$ cat config.mk
export PLATFORM = sky130hd
export DESIGN_NAME = fetch_unit
export DESIGN_NICKNAME = d
export VERILOG_FILES = /design/src/rtl/fetch_unit.sv
export SDC_FILE = /design/constraint.sdc
export NUM_CORES = 1
export LEC_CHECK = 0
export BUFFER_PORTS_ARGS = -buffer_cell sky130_fd_sc_hd__buf_4
export CORE_MARGIN = 1
export CORE_UTILIZATION = 56
export DETAILED_ROUTE_END_ITERATION = 12
export GPL_ROUTABILITY_DRIVEN = 0
export PLACE_DENSITY = 0.88
export SYNTH_ARGS = -nofsm -noshare
export SYNTH_HDL_FRONTEND = slang
export SYNTH_SLANG_ARGS = --single-unit
$ cat constraint.sdc
create_clock -name clk_i -period 11.9 [get_ports clk_i]
set_input_delay 1.19 -clock clk_i [delete_from_list [all_inputs] [get_ports clk_i]]
set_output_delay 1.19 -clock clk_i [all_outputs]
set_load 0.02 [all_outputs]
$ cat src/rtl/fetch_unit.sv
// ============================================================================
// fetch_unit
// ----------------------------------------------------------------------------
// Instruction-fetch stage. Generates the PC stream, issues one instruction
// memory request at a time, and hands each {PC, instruction} pair to the
// fetch/decode pipeline register with a valid/ready handshake. A redirect
// from a later stage loads a new fetch PC and squashes any work that belongs
// to the old path. This includes a memory response that is still in flight:
// that response is waited for and then thrown away.
//
// Ports
//   clk_i             rising-edge clock
//   reset_i           asynchronous active-high reset
//   redirect_i        flush/redirect request; highest priority
//   redirect_pc_i     new fetch PC (bits [1:0] treated as zero)
//   imem_req_valid_o  memory request valid (only in REQ, never while
//                     redirect_i or reset_i is high)
//   imem_req_addr_o   memory request address (always the fetch PC register)
//   imem_req_ready_i  memory accepts the request this cycle
//   imem_rsp_valid_i  memory response valid (once per accepted request)
//   imem_rsp_data_i   instruction word from memory
//   valid_o           {PC_o, instruction_o} valid for downstream
//   instruction_o     fetched instruction
//   PC_o              PC of instruction_o
//   ready_i           downstream accepts the output this cycle
//
// Parameters
//   ResetPC           PC of the first fetch after reset (word aligned)
//   ClearDataOnReset  1: PC_o / instruction_o reset to zero
//                     0: output data registers carry no reset
// ============================================================================
module fetch_unit #(
    parameter logic [63:0] ResetPC          = 64'h0000_0000_0000_0000,
    parameter bit          ClearDataOnReset = 1'b0
) (
    input  logic        clk_i,
    input  logic        reset_i,

    input  logic        redirect_i,
    input  logic [63:0] redirect_pc_i,

    output logic        imem_req_valid_o,
    output logic [63:0] imem_req_addr_o,
    input  logic        imem_req_ready_i,
    input  logic        imem_rsp_valid_i,
    input  logic [31:0] imem_rsp_data_i,

    output logic        valid_o,
    output logic [31:0] instruction_o,
    output logic [63:0] PC_o,
    input  logic        ready_i
);

    // REQ  : request may be issued
    // WAIT : request accepted, waiting for its response
    // HOLD : instruction held on the outputs until accepted downstream
    // DROP : squashed request still in flight; swallow its response
    typedef enum logic [1:0] {
        ST_REQ  = 2'd0,
        ST_WAIT = 2'd1,
        ST_HOLD = 2'd2,
        ST_DROP = 2'd3
    } state_t;

    state_t      r_state;
    logic [63:0] r_pc;
    logic [63:0] r_inflight_pc;
    logic [63:0] r_out_pc;
    logic [31:0] r_out_instr;

    logic [63:0] w_reset_pc;
    logic [63:0] w_redirect_pc;
    logic        w_req_fire;
    logic        w_capture;
    logic        w_unused_pc_lsbs;

    // Fetch addresses are always word aligned; low bits of both the reset
    // value and the redirect target are forced to zero.
    assign w_reset_pc       = {ResetPC[63:2], 2'b00};
    assign w_redirect_pc    = {redirect_pc_i[63:2], 2'b00};
    assign w_unused_pc_lsbs = ^{redirect_pc_i[1:0], ResetPC[1:0]};

    // The handshake strobes depend combinationally on redirect_i: a redirect
    // must suppress a request or an output in the very cycle it is raised.
    // The state register comes out of reset as REQ, so the request strobe is
    // also gated by reset_i to stay quiet while reset is held.
    assign imem_req_valid_o = (r_state == ST_REQ) & ~redirect_i & ~reset_i;
    assign imem_req_addr_o  = r_pc;
    assign valid_o          = (r_state == ST_HOLD) & ~redirect_i;

    assign w_req_fire = imem_req_valid_o & imem_req_ready_i;

    // A response is kept only in WAIT and only if no redirect squashes it in
    // the same cycle.
    assign w_capture = (r_state == ST_WAIT) & imem_rsp_valid_i & ~redirect_i;

    // ------------------------------------------------------------------------
    // Control state, fetch PC and in-flight PC
    // ------------------------------------------------------------------------
    always_ff @(posedge clk_i or posedge reset_i) begin
        if (reset_i) begin
            r_state       <= ST_REQ;
            r_pc          <= w_reset_pc;
            r_inflight_pc <= w_reset_pc;
        end else begin
            // A redirect overrides the sequential increment. The two never
            // coincide, because a redirect blocks the request handshake.
            if (redirect_i) begin
                r_pc <= w_redirect_pc;
            end else if (w_req_fire) begin
                r_pc <= r_pc + 64'd4;
            end

            if (w_req_fire) begin
                r_inflight_pc <= r_pc;
            end

            case (r_state)
                ST_REQ: begin
                    if (w_req_fire) begin
                        r_state <= ST_WAIT;
                    end
                end
                ST_WAIT: begin
                    if (redirect_i) begin
                        // A response in the redirect cycle can be dropped on
                        // the spot. Otherwise, wait for it in DROP.
                        r_state <= imem_rsp_valid_i ? ST_REQ : ST_DROP;
                    end else if (imem_rsp_valid_i) begin
                        r_state <= ST_HOLD;
                    end
                end
                ST_HOLD: begin
                    // valid_o is low during a redirect, so ready_i alone
                    // completes the handshake only when no redirect is seen.
                    if (redirect_i || ready_i) begin
                        r_state <= ST_REQ;
                    end
                end
                ST_DROP: begin
                    // Only the stale response ends DROP. A further redirect
                    // here just updates the fetch PC above.
                    if (imem_rsp_valid_i) begin
                        r_state <= ST_REQ;
                    end
                end
                default: begin
                    r_state <= ST_REQ;
                end
            endcase
        end
    end

    // ------------------------------------------------------------------------
    // Output holding register. It is written only on a kept response, so it
    // holds steady for as long as the instruction waits in HOLD.
    // ------------------------------------------------------------------------
    generate
        if (ClearDataOnReset) begin : g_out_clear
            always_ff @(posedge clk_i or posedge reset_i) begin
                if (reset_i) begin
                    r_out_instr <= 32'd0;
                    r_out_pc    <= 64'd0;
                end else if (w_capture) begin
                    r_out_instr <= imem_rsp_data_i;
                    r_out_pc    <= r_inflight_pc;
                end
            end
        end else begin : g_out_noclear
            always_ff @(posedge clk_i) begin
                if (w_capture) begin
                    r_out_instr <= imem_rsp_data_i;
                    r_out_pc    <= r_inflight_pc;
                end
            end
        end
    endgenerate

    assign instruction_o = r_out_instr;
    assign PC_o          = r_out_pc;

endmodule
==> results.md <==
- Status: complete, no violations
- Syn Std Cell Area: about 9200 sq um
- VDD IR max: about 0.15 mV
- Fill count: ~960
- Finished Layout Cells: about 1300
- RSZ-0062 raised after global routing: no
- Fmax: roughly 0.28 GHz
- PwrDens: 166 nW/um^2
- Setup violations, final: 0
- CP Max Fanout: 73
- Post-route setup slack: around 8.3 ns
- Synthesized flop and latch total: 220
- IO buf count: about 260
- Chip width: 130 um
- Pwr Total: roughly 2 mW
- Postcts setup bufs: 0
- Sum Neg Setup Slack: 0 ns
- Sequential share of the synthesized area: 65.2%
- Async SR Flop Fraction: 57.3%
- Clk_lat worst skew: roughly 0.51 ns
- Via count: just under 8000
- Vias in the first global route: ~7400
- Setup crit start kind: primary input
- H-tree depth: 1
- Sequential cell area: ~6000 sq um
- Post-DP Area: 11200 sq um
- Largest stage delay on the critical path: ~0.6 ns
- Final instance area: 12100 sq um
- Most frequent cell after synthesis: nand2_1
- Mapped Cells: 840
- CP required: ~12 ns
- Synth cell count leaders: nand2_1 (264), dfrtp_1 (126), edfxtp_1 (94)
- Drt first pass iters: 6
- Top cell type's share of synthesized area: 34.4%
- WL/cell: between 15 and 20 um
- Critical Path AT: about 4 ns
- Crit. End Element: register
- Most used DFF post-synth: dfrtp_1
- Clock period minus worst slack: 3.62 ns
- Final nets: 1184
- Max clock buf depth: 3
- Hold buffer count at CTS: 0
- Row count: between 40 and 50
- Initial Utilization: a little under three fifths
- Hold_ws: between 0.4 and 0.5 ns
- Synth top area cells: dfrtp_1 (34%), edfxtp_1 (31%), nand2_1 (11%)
- DR vias/cell: about 6
- DIE HEIGHT: 130 um
- Final wirelength: between 20000 and 30000 um
- Distinct cells, synth: 56
- Largest area contributor in the netlist: dfrtp_1
- Leakage: around 5.4 nW
- Area Overhead vs Synth: 31.6%
- Post-route ant nets: 0
- Worst Hold Class: reg -> reg
- Slowest CP cell: or3b_2
- DIE AREA: around 17000 sq um
- Core area: approximately 16000 sq um
- Syn_area_per_cell: around 11 sq um
- CP most frequent cell: buf_4
- CTS sink count: 220
- CTS tree: yes
- Largest net degree at the start of global routing: 74
- Post-synth EDFFs: 94
- DRC Markers: 0
- Resized cells post-CTS: 0
- Clock skew: 0.0162 ns
- Crit Path Class: in -> reg
- Initial drt markers: 881
- Total number of yosys warnings: 0
- Max Slew Vio Count: 0
- Final Util: between 70% and 80%
- Inserted Diodes: 0
- Number of buffers created by CTS: 23
- Post-Place Setup Slack: between 7 and 8 ns
- Area of the multi-input gates: roughly 3000 sq um
- Root Buffer: clkbuf_16
- Placed instance count: around 1300
- Max-cap violations: 0
- Worst slew pin tran: 0.915 ns
- Hpwl dp: approximately 17000 um
- Final hold violations: 0
- IO Count: ~260
- Share of cells above drive strength 1: approximately 30%
- Crit-path cells: buf_4 > nor4_4 > nand2_4 > buf_4 > or3b_2 > o211ai_1 > o311ai_1
- Worst slew margin: between 30 and 40%
- Antenna violations before repair: 0
- GRT Util Overall: a little under a third
- First-pass GRT wire length: 39700 um
- Congestion Overflow GR: 0
- Final period util: a little under a third
- Clock slew at reported path FFs: around 0.06 ns
flip-flops by register name (all words and copies together), names as in the netlist:
signal	flops
PC_o	62
imem_req_addr_o	62
instruction_o	32
r_inflight_pc	62
r_state	2
cell type report:
class                      instances  area share [%]
tap                              216            2.24
sequential                       220            49.5
inverter                           8           0.290
clock buffer                      26            5.03
timing repair buffer             263            16.4
clock inverter                    15            1.81
multi-input combinational        565            24.7
path summary, 6_finish.rpt:
check | startpoint | to | slack [ns] | cells after the start
min reg2reg | r_inflight_pc[36]$_DFFE_PP0P_ | PC_o[36]$_DFFE_PP_ | 0.44 | 0
max in group asynchronous | reset_i | r_inflight_pc[59]$_DFFE_PP0P_ | 9.82 | 3
max | redirect_i | imem_req_addr_o[45]$_DFFE_PP0P_ | 8.28 | 7
min in group asynchronous | reset_i | r_inflight_pc[4]$_DFFE_PP0P_ | 0.74 | 2
min | r_inflight_pc[36]$_DFFE_PP0P_ | PC_o[36]$_DFFE_PP_ | 0.44 | 0
max reg2reg | imem_req_addr_o[2]$_DFFE_PP0P_ | imem_req_addr_o[50]$_DFFE_PP0P_ | 8.48 | 7
cell families (layout without fill, tap and decap cells):
kind of cell / count (synthesis) / after routing / synth area share [%]
flops: 220 / 220 / 65.2
compound gates: 135 / 135 / 10.1
mux: 2 / 2 / 0.232
fa+ha+maj: 1 / 1 / 0.136
xor+xnor: 5 / 5 / 0.477
buf+inv: 58 / 312 / 2.59
other cells: 1 / 4 / 0.0409
simple gates: 418 / 418 / 21.2
routing by layer:
metal	vias to the layer above	wire length [um]	GRT usage, %
met2	526	12800	50.6
met5	-	0	0
met4	0	773	11.5
met1	3757	9790	40.6
li1	3497	-	-
met3	72	2720	6.72
cell usage in the layout, fill, tap and decap left out, types with 4 or more instances in the layout:
cell type	count
a21oi_1	15
a221o_1	11
a22oi_1	4
a31oi_1	11
a32oi_1	5
and2_1	7
and3_1	10
and4_1	9
buf_4	263
bufinv_16	5
clkbuf_16	23
clkinv_4	4
conb_1	4
dfrtp_1	126
edfxtp_1	94
inv_1	6
nand2_1	263
nand3_1	33
nand4_1	16
nor2_1	26
nor3_1	15
nor4_1	7
o211ai_1	12
o21ai_0	44
o311ai_0	18
or4_1	7
xor2_1	4
worst max-delay path, delay by kind of cell:
kind / cells / cell delay, ns
buf+inv: 2 / 0.84
simple gates: 3 / 1.52
compound gates: 2 / 0.35
power breakdown:
group          internal (mW)  total, mW  switching [mW]
clock                  0.477      0.774           0.297
combinational          0.104      0.251           0.147
sequential             0.892      0.975          0.0827
total                   1.47       2.00           0.526
Note: power is estimated with default switching activity, not from simulation.
